$ cat src/rtl/team_06_pkg.sv
// team_06_pkg: shared types for the tick timer block.
package team_06_pkg;
   typedef enum logic [1:0] {IDLE, RUN, PAUSE, DONE} timer_state_t;
endpackage

$ cat src/rtl/team_06_tick_timer.sv
// team_06_tick_timer: counts divided-clock rising edges down from a loaded value, with hold, cancel and retrigger.
module team_06_tick_timer
   import team_06_pkg::*;
#(
   parameter int WIDTH = 8
) (
   input  logic             clk,
   input  logic             nrst,
   input  logic             div_clk,
   input  logic             div_clk_past,
   input  logic             start,
   input  logic [WIDTH-1:0] load_val,
   input  logic             hold,
   input  logic             cancel,
   output logic             busy,
   output logic             done,
   output logic             expired,
   output logic [WIDTH-1:0] remaining
);
   timer_state_t state;
   logic tick;
   assign tick = div_clk & ~div_clk_past;
   assign busy = (state == RUN) || (state == PAUSE);
   assign expired = state == DONE;
   always_ff @(posedge clk or negedge nrst) begin
      if (!nrst) begin
         state <= IDLE;
         remaining <= '0;
         done <= 1'b0;
      end else begin
         done <= 1'b0;
         if (cancel) begin
            state <= IDLE;
            remaining <= '0;
         end else if (start) begin
            remaining <= load_val;
            state <= (load_val != '0) ? RUN : DONE;
            done <= load_val == '0;
         end else if (state == RUN) begin
            if (hold)
               state <= PAUSE;
            else if (tick && remaining != '0) begin
               remaining <= remaining - WIDTH'(1);
               if (remaining == WIDTH'(1)) begin
                  state <= DONE;
                  done <= 1'b1;
               end
            end
         end else if (state == PAUSE && !hold)
            state <= RUN;
      end
   end
endmodule
$ cat config.mk
export PLATFORM = sky130hd
export DESIGN_NAME = team_06_tick_timer
export DESIGN_NICKNAME = d
export VERILOG_FILES = /design/src/rtl/team_06_pkg.sv /design/src/rtl/team_06_tick_timer.sv
export SDC_FILE = /design/constraint.sdc
export NUM_CORES = 1
export LEC_CHECK = 0
export ABC_AREA = 1
export ABC_CLOCK_PERIOD_IN_PS = 1400
export CAP_MARGIN = 20
export CORE_ASPECT_RATIO = 0.75
export CORE_MARGIN = 3
export CORE_UTILIZATION = 40
export CTS_CLUSTER_SIZE = 25
export DETAILED_ROUTE_END_ITERATION = 6
export PLACE_DENSITY = 0.71
export SKIP_LAST_GASP = 1
export SLEW_MARGIN = 20
export SYNTH_ARGS = -nofsm -noshare
export SYNTH_HDL_FRONTEND = slang
export SYNTH_SLANG_ARGS = --single-unit
$ cat constraint.sdc
create_clock -name clk -period 1.4 [get_ports clk]
set_input_delay 0.14 -clock clk [delete_from_list [all_inputs] [get_ports clk]]
set_output_delay 0.14 -clock clk [all_outputs]
set_load 0.1 [all_outputs]
======== Word-level counts from Yosys, hierarchy flattened ========
Cells that the tools add are included.
cells by class
  add/sub/neg operators ................... 1
  eq/ne operators ......................... 7
  mux-type cells .......................... 19
  bitwise gates (word level) .............. 2
  reduce and logical (&&, ||, !) cells .... 12
operators by type and width
  operator               count
  $mux W8                5
  $mux W2                8
  $reduce_bool A8 Y1     2
  $ne A5 B4 Y1 const B   2
  $eq A8 B1 Y1 const B   1
  $logic_not A8 Y1       1
  $sub A8 B1 Y8 const B  1
  $mux W1                6
  $reduce_and A3 Y1      2
  $reduce_bool A3 Y1     2
  $eq A2 B2 Y1 const B   2
  $reduce_bool A4 Y1     1
  $ne A3 B2 Y1 const B   1
  $eq A2 B1 Y1 const B   1
  $logic_and A1 B1 Y1    2
  $and A1 B1 Y1          1
  $logic_not A1 Y1       1
  $logic_or A1 B1 Y1     1
  $not A1 Y1             1
word-level totals
  bits in registers ....................... 11
  output and inout port bits .............. 11
  logic and storage cells ................. 44

======== Logic depth before layout (Yosys ltp) ========
  word-level depth ........................ 8
  gate-level depth with buffers ........... 10

======== Least setup slack after synthesis ========
Ideal clock, no wire load.
  path type ............................... reg2reg
  from .................................... register remaining[0]
  to ...................................... register remaining[2]
  setup time .............................. 0.126 ns
  arrival time ............................ 1.939 ns
  data required time ...................... 1.274 ns
  setup slack ............................. -0.665 ns
  cell stages (with the launch flop) ...... 11
  buffers on the path ..................... 0
  period minus slack after synthesis ...... 2.065 ns
  cell sequence ........................... dfrtp_1 inv_1 ha_1 inv_1 nor2_1 nand2_2 nand3_2 nand2_4 inv_2 nand2_1 o21ai_1
on the way
  longest elaborated chain between the ends .. 6
  elaborated cells on any way between the ends .. 10
  classes of those cells .................. 1 x add/sub; 5 x mux; 4 x reduce/logical
RTL lines
  element                 line                      text
  start, declared         team_06_tick_timer.sv:18  output logic [WIDTH-1:0] remaining
  start signal, assigned  team_06_tick_timer.sv:36  remaining <= load_val;
  start signal, assigned  team_06_tick_timer.sv:43  remaining <= remaining - WIDTH'(1);
  $sub A8 B1 Y8           team_06_tick_timer.sv:43
  $mux W8                 team_06_tick_timer.sv:42  else if (tick && remaining != '0) begin
  $mux W8                 team_06_tick_timer.sv:40  if (hold)
  $mux W8                 team_06_tick_timer.sv:39  end else if (state == RUN) begin
  $mux W8                 team_06_tick_timer.sv:35  end else if (start) begin
  $mux W8                 team_06_tick_timer.sv:32  if (cancel) begin
Several ways; a longest one is shown, not always the timed one. The select of a mux whose other input is x is not followed.
A chain may end at the register's enable or synchronous reset.

======== Final worst setup path ========
  from .................................... register state[1]
  to ...................................... register remaining[1]
on the way
  longest elaborated chain between the ends .. 3
RTL lines
  element                       line                      text
  start, declared               team_06_tick_timer.sv:20  timer_state_t state;
  start signal, assigned        team_06_tick_timer.sv:37  state <= (load_val != '0) ? RUN : DONE;
  $eq A2 B1 Y1                  team_06_tick_timer.sv:39
  $reduce_bool A3 Y1 (no line)  n/a
  $reduce_and A3 Y1 (no line)   n/a
Every way passes these cells.

==> impl_results.md <==
- Vias in the first global route: between 900 and 1,000
- Maxcap violations: 0
- CTS Root Cell: clkbuf_4
- Critical path startpoint category: flip-flop
- #FFs+latches synth: 11
- Max_slew headroom: a little over three fifths
- Setup-failing EPs final: 10
- Hold Slack: between 0.2 and 0.25 ns
- Internal power: about 0.83 mW
- CP arrival: between 1.5 and 2 ns
- Inserted Diodes: 0
- Post-synthesis cell type count: 20
- CTS Sinks: 11
- Slew @ Worst Pin: ~0.55 ns
- Critical Path Sink: remaining[1]
- Post-DP HPWL: around 2.2 mm
- End of the worst register-to-register path: remaining[1]
- Worst R2R Start: state[1]
- Reg2Reg Setup Slack: -0.07 ns
- Synth Area per Inst: ~6.4 um^2
- Die span in y: approximately 48 um
- Post-synthesis net count: 166
- HP Class: in -> async
- GPL Wtd Cong: about 0.95
- Total clock buffers created by CTS: 3
- Initial drt markers: 63
- Static Leakage: roughly 0.76 nW
- IO Pins: 26
- Critical path capture point type: flip-flop
- Largest net degree at the start of global routing: 12
- RSZ-0062 raised after global routing: yes
- Routed wire length: ~3.0 mm
- GRT Overall Usage: ~20%
- CP max stage cell: dfrtp_1
- Post-Route Skew: 0.00314 ns
- Comb power frac: between 50 and 60%
- Die Wd: between 60 and 70 um
- Slowest stage delay, CP: 0.40 ns
- Primary flip-flop cell chosen by synthesis mapping: dfrtp_1
- R2R cell count: 9
- Post-synth EDFFs: 0
- Pre-antenna DRT Iters: 4
- Post-Synthesis Cells: about 150
- Clock power share: between 10 and 15%
- Clk Latency, worst-skew pair: about 0.28 ns
- Yosys warnings: 0
- Sequential power share: roughly a quarter
- Max Clk Rate: 679 MHz
- Worst-path maximum fanout: 8
- CTS Buffer Depth: 2
- Final Max Tran Viols: 0
- Design Area, Final: approximately 1600 um^2
- Post-synth top area share: between 20 and 30%
- Remaining DRCs: 0
- Final hold vios: 0
- Finished Core Util: between 70% and 80%
- Layout cell share with drive strength beyond 1: between 40% and 50%
- Number of vias in the routed layout: between 1,000 and 1,500
- Post-route setup slack: -0.0726 ns
- Starting density of the core: 44.2%
- Peak supply drop: between 0.6 and 0.7 mV
- Area delta synth->final: 74.8%
- Min Tclk post-route: 1.47 ns
- Violated checks: setup timing
- Sequential area share after synthesis: around 30%
- Sum of negative setup slack: -0.555 ns
- PortBufs: 25
- DP Worst Slack: -0.0350 ns
- ANT nets after route: 0
- Crit path required time: approximately 1.6 ns
- Initial antenna violation count: 0
- Die area: between 2000 and 3000 um^2
- H-Tree Level Count: 1
- TritonCTS clock tree: built
- Core area: 2100 um^2
- Via density: around 5.3
- Area after DPL: 1440 um^2
- Sw Ratio: 47.4%
- Layout Nets: roughly 210
- Post-synth top area cell: dfrtp_1
- Switch Pwr: about 0.75 mW
- Largest cells by area after synthesis: dfrtp_1, nand2_1, inv_1
- CP Launch Point: state[1]
- CP Class: reg -> reg
- Async SR Flop Fraction: between 90% and 100%
- Synth Cell Area: slightly above 900 um^2
- Clk pin slew, worst setup/hold paths: 0.08 ns
- Period utilization: 105%
- Crit-path cells: inv_1, ha_2, inv_2, nor2_2, nand3_2, nand2_4, inv_8, nand2_2, o21ai_2
- Global-route wire length before repair: ~4.3 mm
- Cell area power density: 972 nW/um^2
- Post-DR wirelength/cell: between 10 and 15 um
- Gr ovfl total: 0
- FP Rows: 14
- Status: finished with violations
state kept, by name, indices dropped and copies added (netlist names):
| signal | cells |
|---|---|
| remaining | 8 |
| done | 1 |
| state | 2 |
cells in the final DEF (no fill, tap or decap), types with 2 or more instances in the layout:
cell type and instances:
a21oi_2 2, nor2_1 14, nand2_4 3, inv_1 17, ha_4 4, nand2_1 32
clkbuf_4 3, a21oi_1 3, o21ai_2 5, buf_4 10, inv_2 3, nand2_2 9
inv_6 2, buf_12 11, clkdlybuf4s50_1 14, nand4_1 7, nor2_4 3, nand3_1 8
dfrtp_4 2, nor2_2 5, dfrtp_2 6, o21ai_0 5, buf_6 3, dfrtp_1 3
timing repair:
action / in CTS / in global routing
pin swaps: 2 / 10
resized for setup: 5 / 33
buffers inserted: 0 / 3
cloned: 0 / 0
hold buffers: 0 / 0
endpoints found under the setup margin: 3 / 11
final cells by class:
type | count | area [um^2]
multi-input combinational | 108 | 698
fill | 152 | 477
timing repair buffer | 38 | 469
sequential | 11 | 290
inverter | 24 | 111
tap | 24 | 30.0
clock buffer | 4 | 26.3
Yosys cell counts (2+ instances only):
library cell   n
a21oi_1        4
buf_2          2
dfrtp_1       11
ha_1           6
inv_1         22
inv_2          2
nand2_1       41
nand2_2        2
nand2_4        2
nand3_1        8
nand4_1        7
nor2_1        19
nor2_2         3
o21ai_0        6
o21ai_1        5
stage by stage:
| stage | power, mW | std cells |
|---|---|---|
| floorplan | 0.915 | 145 |
| global placement | 1.23 | 202 |
| detailed placement | 1.24 | 202 |
| CTS | 1.49 | 206 |
| global route | 1.67 | 209 |
| finish | 1.58 | 209 |
critical path, delay by kind of cell, from the launching register on:
kind,cells,cell delay [ns]
AND/OR/NAND/NOR,4,0.52
adder cells (fa/ha/maj),1,0.18
flip-flops,1,0.40
AO/OA/AOI/OAI,1,0.05
buffers and inverters,3,0.19
worst min path at each step:
stage,endpoint,cells past startpoint
final,done,1
after global routing,remaining[0],1
after CTS,done,1
after detailed placement,done,1
after global placement,done,1
after floorplan,done,0
metal layers:
metal | global-route usage [%] | wire [um] | up-vias
met5 | 0 | 0 | -
met4 | 3.39 | 52 | 0
met3 | 5.93 | 280 | 8
met2 | 32.2 | 1430 | 57
met1 | 27.7 | 1250 | 513
li1 | - | - | 539
power groups by stage:
stage	combinational, mW	sequential, mW	clock, mW
2_1_floorplan	0.309	0.605	0
3_3_place_gp	0.812	0.413	0
5_1_grt	0.992	0.425	0.253
6_report	0.930	0.421	0.230
3_5_place_dp	0.821	0.416	0
4_1_cts	0.837	0.411	0.237
kinds of logic (layout without fill, tap and decap cells):
family | after synthesis | in the layout | synth area share [%]
AOI/OAI and AO/OA | 19 | 19 | 11.4
adders and majority gates | 6 | 6 | 8.08
buffers and inverters | 26 | 66 | 10.8
DFF | 11 | 11 | 29.6
and+or+nand+nor | 83 | 83 | 40.1
Power figures use the tool's default switching activity.
